[src/rtl/dram_bank_timer_if.sv]
// Command/status bundle between the scheduler and one bank's timing tracker.
// The scheduler drives commands; the tracker reports legality and row state.
interface dram_bank_timer_if #(
  parameter int ROW_W = 14
);
  logic             act_i;
  logic             rd_i;
  logic             wr_i;
  logic             pre_i;
  logic [ROW_W-1:0] row_i;
  logic             row_open_o;
  logic [ROW_W-1:0] open_row_o;
  logic             act_ready_o;
  logic             rdwr_ready_o;
  logic             pre_ready_o;
  logic             cmd_err_o;

  modport master (
    output act_i, rd_i, wr_i, pre_i, row_i,
    input  row_open_o, open_row_o, act_ready_o, rdwr_ready_o, pre_ready_o, cmd_err_o
  );

  modport slave (
    input  act_i, rd_i, wr_i, pre_i, row_i,
    output row_open_o, open_row_o, act_ready_o, rdwr_ready_o, pre_ready_o, cmd_err_o
  );
endinterface

[src/rtl/dram_bank_timer.sv]
// Per-bank DRAM timing tracker: bank state, open row, and tRCD/tRAS/tRP/tRTP/tWR
// down-counters that gate which commands the scheduler may legally issue.
module dram_bank_timer #(
  parameter int ROW_W = 14,
  parameter int CNT_W = 4,
  parameter int T_RCD = 4,
  parameter int T_RAS = 10,
  parameter int T_RP  = 4,
  parameter int T_RTP = 2,
  parameter int T_WR  = 6
) (
  input  logic               CLK,
  input  logic               RST,
  dram_bank_timer_if.slave   bus
);

  typedef enum logic [1:0] {
    ST_CLOSED      = 2'd0,
    ST_ACTIVATING  = 2'd1,
    ST_OPEN        = 2'd2,
    ST_PRECHARGING = 2'd3
  } state_t;

  // Counters are loaded with T-1 so that a command in cycle n releases cycle n+T.
  localparam logic [CNT_W-1:0] RCD_LD = CNT_W'(T_RCD - 1);
  localparam logic [CNT_W-1:0] RAS_LD = CNT_W'(T_RAS - 1);
  localparam logic [CNT_W-1:0] RP_LD  = CNT_W'(T_RP - 1);
  localparam logic [CNT_W-1:0] RTP_LD = CNT_W'(T_RTP - 1);
  localparam logic [CNT_W-1:0] WR_LD  = CNT_W'(T_WR - 1);

  state_t             state_reg, state_next;
  logic [CNT_W-1:0]   t_cnt_reg, t_cnt_next;
  logic [CNT_W-1:0]   ras_cnt_reg, ras_cnt_next;
  logic [CNT_W-1:0]   pre_cnt_reg, pre_cnt_next;
  logic [ROW_W-1:0]   open_row_reg, open_row_next;
  logic               err_reg, err_next;

  logic [CNT_W-1:0]   t_dec, ras_dec, pre_dec;
  logic               row_open, act_ready, rdwr_ready, pre_ready;
  logic               multi_cmd, act_ok, rd_ok, wr_ok, pre_ok, reject;

  function automatic logic [CNT_W-1:0] dec_sat(input logic [CNT_W-1:0] v);
    return (v == '0) ? '0 : v - 1'b1;
  endfunction

  function automatic logic [CNT_W-1:0] max_cnt(input logic [CNT_W-1:0] a,
                                               input logic [CNT_W-1:0] b);
    return (a > b) ? a : b;
  endfunction

  assign t_dec   = dec_sat(t_cnt_reg);
  assign ras_dec = dec_sat(ras_cnt_reg);
  assign pre_dec = dec_sat(pre_cnt_reg);

  // Any pair of simultaneous commands is illegal regardless of readiness.
  assign multi_cmd = (bus.act_i & bus.rd_i)  | (bus.act_i & bus.wr_i) |
                     (bus.act_i & bus.pre_i) | (bus.rd_i  & bus.wr_i) |
                     (bus.rd_i  & bus.pre_i) | (bus.wr_i  & bus.pre_i);

  assign act_ok = bus.act_i & ~multi_cmd & act_ready;
  assign rd_ok  = bus.rd_i  & ~multi_cmd & rdwr_ready;
  assign wr_ok  = bus.wr_i  & ~multi_cmd & rdwr_ready;
  assign pre_ok = bus.pre_i & ~multi_cmd & pre_ready;
  assign reject = multi_cmd |
                  (bus.act_i & ~act_ready)  | (bus.rd_i  & ~rdwr_ready) |
                  (bus.wr_i  & ~rdwr_ready) | (bus.pre_i & ~pre_ready);

  // State register.
  always_ff @(posedge CLK or posedge RST) begin
    if (RST) begin
      state_reg    <= ST_CLOSED;
      t_cnt_reg    <= '0;
      ras_cnt_reg  <= '0;
      pre_cnt_reg  <= '0;
      open_row_reg <= '0;
      err_reg      <= 1'b0;
    end else begin
      state_reg    <= state_next;
      t_cnt_reg    <= t_cnt_next;
      ras_cnt_reg  <= ras_cnt_next;
      pre_cnt_reg  <= pre_cnt_next;
      open_row_reg <= open_row_next;
      err_reg      <= err_next;
    end
  end

  // Next-state and counter logic.
  always_comb begin
    state_next    = state_reg;
    t_cnt_next    = t_dec;
    ras_cnt_next  = ras_dec;
    pre_cnt_next  = pre_dec;
    open_row_next = open_row_reg;
    err_next      = reject;

    case (state_reg)
      ST_CLOSED: begin
        if (act_ok) begin
          state_next = (T_RCD <= 1) ? ST_OPEN : ST_ACTIVATING;
        end
      end
      ST_ACTIVATING: begin
        if (t_dec == '0) begin
          state_next = ST_OPEN;
        end
      end
      ST_OPEN: begin
        if (pre_ok) begin
          state_next = (T_RP <= 1) ? ST_CLOSED : ST_PRECHARGING;
        end
      end
      ST_PRECHARGING: begin
        if (t_dec == '0) begin
          state_next = ST_CLOSED;
        end
      end
      default: state_next = ST_CLOSED;
    endcase

    if (act_ok) begin
      t_cnt_next    = RCD_LD;
      ras_cnt_next  = RAS_LD;
      open_row_next = bus.row_i;
    end
    if (pre_ok) begin
      t_cnt_next = RP_LD;
    end
    // A short read recovery must never cut a pending write recovery.
    if (rd_ok) begin
      pre_cnt_next = max_cnt(pre_dec, RTP_LD);
    end
    if (wr_ok) begin
      pre_cnt_next = max_cnt(pre_dec, WR_LD);
    end
  end

  // Output decode from registered state only.
  always_comb begin
    row_open   = (state_reg == ST_ACTIVATING) || (state_reg == ST_OPEN);
    act_ready  = (state_reg == ST_CLOSED);
    rdwr_ready = (state_reg == ST_OPEN);
    pre_ready  = (state_reg == ST_OPEN) && (ras_cnt_reg == '0) && (pre_cnt_reg == '0);
  end

  assign bus.row_open_o   = row_open;
  assign bus.open_row_o   = open_row_reg;
  assign bus.act_ready_o  = act_ready;
  assign bus.rdwr_ready_o = rdwr_ready;
  assign bus.pre_ready_o  = pre_ready;
  assign bus.cmd_err_o    = err_reg;

endmodule

[src/flat_wrapper.sv]
// flat-port wrapper written by rule: the top's interface ports become plain ports
module dram_bank_timer_flat 
#(
  parameter int ROW_W = 14,
  parameter int CNT_W = 4,
  parameter int T_RCD = 4,
  parameter int T_RAS = 10,
  parameter int T_RP  = 4,
  parameter int T_RTP = 2,
  parameter int T_WR  = 6
)
  (CLK, RST, bus_act_i, bus_rd_i, bus_wr_i, bus_pre_i, bus_row_i, bus_row_open_o, bus_open_row_o, bus_act_ready_o, bus_rdwr_ready_o, bus_pre_ready_o, bus_cmd_err_o);
  dram_bank_timer_if #(.ROW_W(ROW_W)) bus_i ();
  input  logic CLK;
  input  logic RST;
  input wire logic [$bits(bus_i.act_i)-1:0] bus_act_i;
  input wire logic [$bits(bus_i.rd_i)-1:0] bus_rd_i;
  input wire logic [$bits(bus_i.wr_i)-1:0] bus_wr_i;
  input wire logic [$bits(bus_i.pre_i)-1:0] bus_pre_i;
  input wire logic [$bits(bus_i.row_i)-1:0] bus_row_i;
  output wire logic [$bits(bus_i.row_open_o)-1:0] bus_row_open_o;
  output wire logic [$bits(bus_i.open_row_o)-1:0] bus_open_row_o;
  output wire logic [$bits(bus_i.act_ready_o)-1:0] bus_act_ready_o;
  output wire logic [$bits(bus_i.rdwr_ready_o)-1:0] bus_rdwr_ready_o;
  output wire logic [$bits(bus_i.pre_ready_o)-1:0] bus_pre_ready_o;
  output wire logic [$bits(bus_i.cmd_err_o)-1:0] bus_cmd_err_o;
  assign bus_i.act_i = bus_act_i;
  assign bus_i.rd_i = bus_rd_i;
  assign bus_i.wr_i = bus_wr_i;
  assign bus_i.pre_i = bus_pre_i;
  assign bus_i.row_i = bus_row_i;
  assign bus_row_open_o = bus_i.row_open_o;
  assign bus_open_row_o = bus_i.open_row_o;
  assign bus_act_ready_o = bus_i.act_ready_o;
  assign bus_rdwr_ready_o = bus_i.rdwr_ready_o;
  assign bus_pre_ready_o = bus_i.pre_ready_o;
  assign bus_cmd_err_o = bus_i.cmd_err_o;
  dram_bank_timer #(.ROW_W(ROW_W), .CNT_W(CNT_W), .T_RCD(T_RCD), .T_RAS(T_RAS), .T_RP(T_RP), .T_RTP(T_RTP), .T_WR(T_WR)) u_core (.CLK(CLK), .RST(RST), .bus(bus_i));
endmodule
[config.mk]
export PLATFORM = sky130hd
export DESIGN_NAME = dram_bank_timer_flat
export DESIGN_NICKNAME = d
export VERILOG_FILES = /design/src/rtl/dram_bank_timer_if.sv /design/src/rtl/dram_bank_timer.sv /design/src/flat_wrapper.sv
export SDC_FILE = /design/constraint.sdc
export NUM_CORES = 1
export LEC_CHECK = 0
export CORE_ASPECT_RATIO = 0.8
export CORE_UTILIZATION = 50
export CTS_CLUSTER_DIAMETER = 120
export DETAILED_ROUTE_END_ITERATION = 8
export PLACE_DENSITY = 0.83
export SYNTH_ARGS = -nofsm -noshare
export SYNTH_HDL_FRONTEND = slang
export SYNTH_SLANG_ARGS = --single-unit
[constraint.sdc]
create_clock -name CLK -period 3.1 [get_ports CLK]
set_clock_uncertainty 0.05 [all_clocks]
set_input_delay 0.31 -clock CLK [delete_from_list [all_inputs] [get_ports CLK]]
set_output_delay 0.31 -clock CLK [all_outputs]
set_load 0.01 [all_outputs]
Yosys cells after proc, flatten, opt, wreduce, memory -nomap -nowiden
Index checks and enable logic that the tools add are counted.
- eq/ne operators: 7
- $add $sub $neg: 3
- $lt $le $gt $ge: 2
- mux-type cells: 15
- bitwise gates (word level): 31
- reduce and logical (&&, ||, !) cells: 9
- operators by type and width (kind ; number):
    4-bit 2-to-1 mux ; 10
    1-bit AND ; 18
    4-bit zero test ; 4
    4-bit by 1-bit subtractor with 4-bit output, second input constant ; 3
    1-bit bitwise OR ; 9
    2-bit 2-to-1 mux ; 4
    2-bit one-hot mux with 4 select lines ; 1
    2-bit == test, second input constant ; 2
    4-bit by 1-bit > comparator with 1-bit output, second input constant ; 1
    4-bit by 3-bit > comparator with 1-bit output, second input constant ; 1
    2-bit by 1-bit inequality test with 1-bit output, second input constant ; 2
    2-bit inequality test, second input constant ; 2
    1-bit inverter ; 4
    4-bit AND reduction ; 1
    2-bit by 1-bit == test with 1-bit output, second input constant ; 1
    1-bit logical AND ; 2
    2-bit zero test ; 1
    1-bit logical OR ; 1
- output and inout bits: 19
- register bits after elaboration: 29
- word-level logic and storage cells: 73

Longest topological paths before layout
Gate-level depths: netlist of run 1.
- word-level depth: 11
- depth in mapped cells: 7
- mapped depth without buffers: 6

Least setup slack after synthesis of run 1
No wires, ideal clock.
- path type: flip-flop to flip-flop
- start point: register u_core.state_reg[0]
- end point: register u_core.state_reg[1]
- period minus slack after synthesis: 1.796 ns
- data required time: 2.925 ns
- arrival time: 1.621 ns
- stages on the path, launching flop included: 7
- setup slack: 1.304 ns
- path buffers: 0
- cells stage by stage: dfrtp_1 > inv_1 > ha_1 > nor3b_1 > nand4_1 > a21oi_1 > mux2_2
- cells in the longest elaborated chain, start to end: 6
- elaborated cells between the ends (all ways): 14
- ends and longest elaborated chain (what ; line ; text):
    start: declaration ; dram_bank_timer.sv:31 ; state_t state_reg, state_next;
    start signal: assignment ; dram_bank_timer.sv:78 ; state_reg <= state_next;
    2-bit == test * ; n/a ;
    named net bus_rdwr_ready_o ; flat_wrapper.sv:24 ; output wire logic [$bits(bus_i.rdwr_ready_o)-1:0] bus_rdwr_ready_o;
    1-bit logical AND (2 in series) ; dram_bank_timer.sv:142 ; pre_ready = (state_reg == ST_OPEN) && (ras_cnt_reg == '0) && (pre_cnt_reg == '0);
    1-bit AND ; dram_bank_timer.sv:63 ; assign pre_ok = bus.pre_i & ~multi_cmd & pre_ready;
    2-bit inequality test (no line) ; n/a ;
    4-bit AND reduction (no line) ; n/a ;
Mark *: on every way through the listed nets, which the timed path passes. The rest lies on a longest branch.
A chain may end at the register's enable or synchronous reset.

Final worst setup path of run 1
- start point: register u_core.ras_cnt_reg[0]
- end point: output bus_pre_ready_o
- cells in the longest elaborated chain, start to end: 3
- ends and longest elaborated chain (what ; line ; text):
    start: declaration ; dram_bank_timer.sv:33 ; logic [CNT_W-1:0] ras_cnt_reg, ras_cnt_next;
    start signal: assignment ; dram_bank_timer.sv:80 ; ras_cnt_reg <= ras_cnt_next;
    4-bit zero test ; dram_bank_timer.sv:142 ;
    1-bit logical AND (2 in series) ; dram_bank_timer.sv:142 ;
    end: declaration ; flat_wrapper.sv:25 ; output wire logic [$bits(bus_i.pre_ready_o)-1:0] bus_pre_ready_o;
No other way between the ends.

==> results of run 1 <==
-- cell families (layout without fill, tap and decap cells) --
kind of cell               count (synthesis)  count (layout)
AOI/OAI and AO/OA                         21              21
muxes                                     15              15
adders and majority gates                  5               5
and+or+nand+nor                           33              33
buffers and inverters                      9              53
DFF                                       29              29
-- final cells by class --
type / count / area [um^2] / share of cell area (%)
tap: 36 / 45.0 / 2.41
multi-input combinational: 74 / 628 / 33.6
timing repair buffer: 39 / 388 / 20.8
inverter: 7 / 26.3 / 1.41
sequential: 29 / 726 / 38.8
clock buffer: 7 / 55.1 / 2.95
-- report_power, final --
part           switching (mW)  total, mW  internal [mW]
logic                   0.287      0.735          0.448
clock network           0.119      0.226          0.107
registers              0.0976      0.618          0.520
-- routing by layer --
layer,global-route usage [%],vias to the layer above,share of wire [%]
li1,-,497,-
met1,27.3,502,43
met3,9.55,9,5.4
met2,33.5,32,49
met4,9.47,0,2.6
met5,0,-,0
-- critical path, delay by kind of cell, from the launching register on --
kind          cells  cell delay (ns)
simple gates      2             0.68
fa+ha+maj         1             0.21
buf+inv           2             0.61
flops             1             0.40
-- cell usage in the layout (no fill, tap or decap), types with 3 or more instances in the layout --
cell	netlist	final
mux2_4	9	9
mux2_2	6	6
inv_1	7	7
o21ai_0	7	7
nand2b_1	3	3
dfrtp_1	29	29
clkdlybuf4s50_1	0	38
a21oi_1	3	3
clkbuf_4	0	5
nor2_1	5	5
nor3b_1	3	3
ha_1	5	5
nand3b_1	4	4
-- worst min path at each step --
| stage | startpoint | slack, ns | end |
|---|---|---|---|
| final | RST | 0.29 | u_core.state_reg[0] |
| after floorplan | RST | 0.34 | u_core.bus.cmd_err_o |
| after global placement | u_core.ras_cnt_reg[0] | 0.44 | u_core.ras_cnt_reg[0] |
| after CTS | RST | 0.29 | u_core.state_reg[0] |
| after detailed placement | u_core.ras_cnt_reg[0] | 0.44 | u_core.ras_cnt_reg[0] |
| after global routing | RST | 0.34 | u_core.state_reg[0] |
-- stage by stage --
stage	setup WS [ns]	utilization, %	cell area, um^2	cells	hold slack [ns]
4_1_cts	0.494	73.5	1870	192	0.292
6_report	0.528	73.5	1870	192	0.290
3_5_place_dp	0.840	71.3	1810	185	0.437
3_3_place_gp	0.920	71.3	1810	185	0.436
5_1_grt	0.382	73.5	1870	192	0.344
2_1_floorplan	1.30	-	1400	112	0.338
-- Yosys cell counts (all sizes together) --
cell type   n
nor2        5
and3        2
nor4b       2
nand4bb     1
nand4b      1
a22oi       1
a21oi       3
a211oi      1
o31a        1
nor3        2
nand2b      3
a21boi      1
nor2b       1
o211ai      1
nor3b       3
o21ai       7
dfrtp      29
mux2       15
buf         1
and2        1
o32ai       1
ha          5
o2bb2ai     1
a221o       1
nand2       3
o31ai       1
a2bb2oi     1
nand3b      4
clkbuf      1
or3         2
nand4       1
o311a       1
nand3       2
inv         7
==> results by group, run 1 <==
Status
  • Run status: complete, no violations

Global routing
  • Largest net degree at the start of global routing: 30
  • First-pass GRT wire length: 4.64 mm
  • Initial antenna violation count: 0
  • Gr usage total: 22.2%
  • Congestion Overflow GR: 0
  • Number of global-route vias before repair: 983

Worst setup path
  • Req. time, crit path: 2.74 ns
  • Worst-path cell chain: inv_1, ha_1, nor3b_1, and3_1, clkdlybuf4s50_1
  • R2R Path End: u_core.state_reg[1]
  • Worst Setup SP: u_core.ras_cnt_reg[0]
  • Worst Setup EP: bus_pre_ready_o
  • CP max stage delay: 0.54 ns
  • Worst path slowest cell: clkdlybuf4s50_1
  • Setup CP Type: reg -> out
  • CP Capture Type: output pin
  • Worst R2R Start: u_core.ras_cnt_reg[0]
  • CP max FO: 4
  • Worst setup SP type: register
  • R2r setup slk: 1.02 ns
  • Reg2Reg Depth: 6
  • Worst endpoint data arrival time: 2.21 ns

Floorplanning
  • Die area: 3010 um^2
  • # IOs: 39
  • Die Y: 49.2 um
  • FP Rows: 16
  • Core area: 2540 um^2
  • Die width: 61.1 um
  • Initial Util: 54.9%

Logic synthesis
  • Seq/Total Area, Yosys: 52.0%
  • Multiplexer share of the synthesized area: 14.5%
  • Top-area cell type share of the netlist area: 52.0%
  • Synthesized instance count: 112
  • Synthesized flop and latch total: 29
  • Area share of fa/ha/maj cells after synthesis: 4.48%
  • Post-synth top area cell: dfrtp_1
  • Synth area leaders: dfrtp_1, mux2_4, mux2_2
  • Yosys warns: 0
  • Syn Nets: 137
  • Post-Syn Area: 1400 um^2
  • Number of distinct library cells after synthesis: 37
  • Xor/xnor share of the synthesized area: 0%
  • Compound-Gate Fraction of Synth Area: 10.2%
  • Largest family of logic cells by synthesized area: simple AND/OR/NAND/NOR gates
  • Simple-gate area share of the yosys netlist: 15.8%
  • Average size of a mapped cell: 12.5 um^2

Drt
  • DRT iter0 DRCs: 45
  • Final wirelength: 2.89 mm
  • Post-route ant nets: 0
  • DR vias: 1,040
  • Routed len/inst: 15.0 um
  • DRT Pass-1 Iters: 4
  • # DRC: 0
  • Via/cell ratio: 5.42

CTS
  • CTS clock-pin slew for the worst setup and hold paths: 0.09 ns
  • CTS Hold Bufs: 0
  • H-tree depth: 2
  • Post-CTS Setup Bufs: 0
  • CTS Sinks: 29
  • Worst-Skew Late Latency: 0.32 ns
  • Clk buf depth: 2
  • TritonCTS Buffers: 5
  • CTS root buf: clkbuf_4
  • CTS tree: yes
  • Post_cts resized: 0

Place
  • Port Buffers: 38
  • DP Wirelength: 2.19 mm
  • Gpl congestion: 0.795

Layout
  • Number of fill cells in the layout: 194
  • Synth-to-Final Area Change: 33.9%
  • ANT cells: 0
  • Max reg flops: 14
  • Fraction of layout cells with a size suffix above 1: 15.4%
  • NumNets Final: 181

STA
  • Tightest Pin Transition: 0.445 ns
  • Slew Viols, Final: 0
  • Final hold violation count: 0
  • Max Clk Rate: 0.389 GHz
  • Final setup TNS: 0 ns
  • Post-layout min period: 2.57 ns
  • Unrepaired setup endpoints after global routing: false
  • Slew HR: 70.2%
  • Final setup fails: 0
  • Final period util: 83.0%

Power
  • Total power: 1.58 mW
  • LEAKAGE: 0.862 nW
  • PwrDens: 845 nW/um^2
  • VDD IR-drop max: 0.000460 V

Worst hold path
  • Hold WC Path Type: in -> async

Run
  • Max-cap violations: 0
Note: power is estimated with default switching activity, not from simulation.
==> run 2: changes to the inputs <==
--- a/config.mk
+++ b/config.mk
@@ -6,10 +6,10 @@
 export NUM_CORES = 1
 export LEC_CHECK = 0
 export CORE_ASPECT_RATIO = 0.8
-export CORE_UTILIZATION = 50
+export CORE_UTILIZATION = 42
 export CTS_CLUSTER_DIAMETER = 120
 export DETAILED_ROUTE_END_ITERATION = 8
-export PLACE_DENSITY = 0.83
+export PLACE_DENSITY = 0.74
 export SYNTH_ARGS = -nofsm -noshare
 export SYNTH_HDL_FRONTEND = slang
 export SYNTH_SLANG_ARGS = --single-unit
==> constraint.sdc (replaced) <==
create_clock -name CLK -period 2.3 [get_ports CLK]
set_clock_uncertainty 0.05 [all_clocks]
set_input_delay 0.23 -clock CLK [delete_from_list [all_inputs] [get_ports CLK]]
set_output_delay 0.23 -clock CLK [all_outputs]
set_load 0.01 [all_outputs]
==> results by group, run 2 (synthesis gave the netlist of run 1 again) <==
CTS
  • CTS root buf: clkbuf_8
  • TritonCTS Buffers: 5
  • CTS Sinks: 29
  • Clk buf depth: 2
  • H-tree depth: 2
  • CTS Hold Bufs: 0
  • CTS clock-pin slew for the worst setup and hold paths: 0.06 ns
  • Worst-Skew Late Latency: 0.27 ns
  • CTS tree: yes

Worst setup path
  • Worst endpoint data arrival time: 1.71 ns
  • Worst-path cell chain: inv_1, ha_1, clkdlybuf4s50_1
  • Req. time, crit path: 2.02 ns
  • CP Capture Type: output pin
  • Setup CP Type: reg -> out
  • CP max stage delay: 0.61 ns
  • CP max FO: 8
  • Worst path slowest cell: clkdlybuf4s50_1
  • Worst setup SP type: register

Drt
  • Via/cell ratio: 5.35
  • Post-route ant nets: 0
  • DRT iter0 DRCs: 32
  • Routed len/inst: 14.3 um
  • DRT Pass-1 Iters: 4
  • Final wirelength: 2.82 mm
  • # DRC: 0
  • DR vias: 1,054

Place
  • DP Wirelength: 2.04 mm
  • Placed cell area: 1820 um^2
  • Port Buffers: 38
  • Gpl congestion: 0.722

Global routing
  • Initial antenna violation count: 0
  • Number of global-route vias before repair: 998
  • Largest net degree at the start of global routing: 30
  • Gr usage total: 17.4%
  • First-pass GRT wire length: 4.51 mm
  • Congestion Overflow GR: 0

Floorplanning
  • Initial Util: 44.6%
  • Die Y: 53.6 um
  • Core area: 3130 um^2
  • Die area: 3560 um^2
  • Die width: 66.4 um
  • # IOs: 39
  • FP Rows: 18

Power
  • VDD IR-drop max: 0.000731 V
  • PwrDens: 1180 nW/um^2
  • LEAKAGE: 0.908 nW

Layout
  • Post-route cell area: 1950 um^2
  • Synth-to-Final Area Change: 39.6%
  • Fraction of layout cells with a size suffix above 1: 18.5%
  • Most frequent cells in the layout: clkdlybuf4s50_1, dfrtp_1, mux2_4
  • Max reg flops: 14
  • NumNets Final: 181
  • Most common cell after layout, fill and taps aside: clkdlybuf4s50_1
  • ANT cells: 0

STA
  • Max Clk Rate: 0.502 GHz
  • Slew Viols, Final: 0
  • Unrepaired setup endpoints after global routing: false
  • Tightest Pin Transition: 0.456 ns
  • Final setup TNS: 0 ns
  • Slew HR: 69.5%
  • Final hold violation count: 0
  • Post-layout min period: 1.99 ns
  • Final setup fails: 0
  • Final period util: 86.6%
  • Hold slack: 0.290 ns

Worst hold path
  • Hold WC Path Type: in -> async

Status
  • Run status: complete, no violations

Run
  • Max-cap violations: 0
## run 2: layout make-up
cell class              count  area, um^2
well taps                  40        50.0
fillers                   267        1180
flip-flops and latches     29         726
repair buffers             39         390
clock inverters             1        5.00
clock buffers               7        96.3
multi-input cells          74         653
inverters                   7        26.3
## run 2: power by group
part / leakage (nW) / internal, mW / switching [mW] / total, mW
Sequential: 0.368 / 0.702 / 0.140 / 0.842
Combinational: 0.487 / 0.626 / 0.374 / 1.00
Clock: 0.0542 / 0.270 / 0.182 / 0.451
Total: 0.908 / 1.60 / 0.695 / 2.29
## run 2: timing repair
item,CTS,global route
setup endpoints to repair,1,1
setup buffers,0,0
resized for setup,3,3
## run 2: metrics by stage
stage	power (mW)	setup WS, ns	cells	utilization (%)
floorplan	1.35	0.504	112	-
finish	2.29	0.309	197	62.2
CTS	2.29	0.0108	197	61.7
global placement	1.79	0.195	189	58.1
detailed placement	1.82	0.118	189	58.1
global route	2.44	0.214	197	62.2
## run 2: path summary, 6_finish.rpt
path	end	start	slack [ns]	cells after the start
worst max-delay path	bus_act_ready_o	u_core.state_reg[0]	0.31	3
worst min-delay path	u_core.bus.open_row_o[6]	RST	0.29	3
worst max register to register	u_core.state_reg[1]	u_core.state_reg[0]	0.41	6
worst min register to register	u_core.ras_cnt_reg[0]	u_core.ras_cnt_reg[0]	0.45	1
max in group asynchronous	u_core.t_cnt_reg[2]	RST	1.64	3
min in group CLK	u_core.ras_cnt_reg[0]	u_core.ras_cnt_reg[0]	0.45	1
## run 2: critical path: cells and delay by family (launching register included)
family,cells,cell delay [ns]
buffers and inverters,2,0.71
flip-flops,1,0.41
adder cells (fa/ha/maj),1,0.33
## run 2: layer usage
layer	share of wire [%]	GRT usage (%)
met4	0.96	7.09
met2	51	28.1
met5	0	0
met1	44	21.7
met3	3.9	5.93
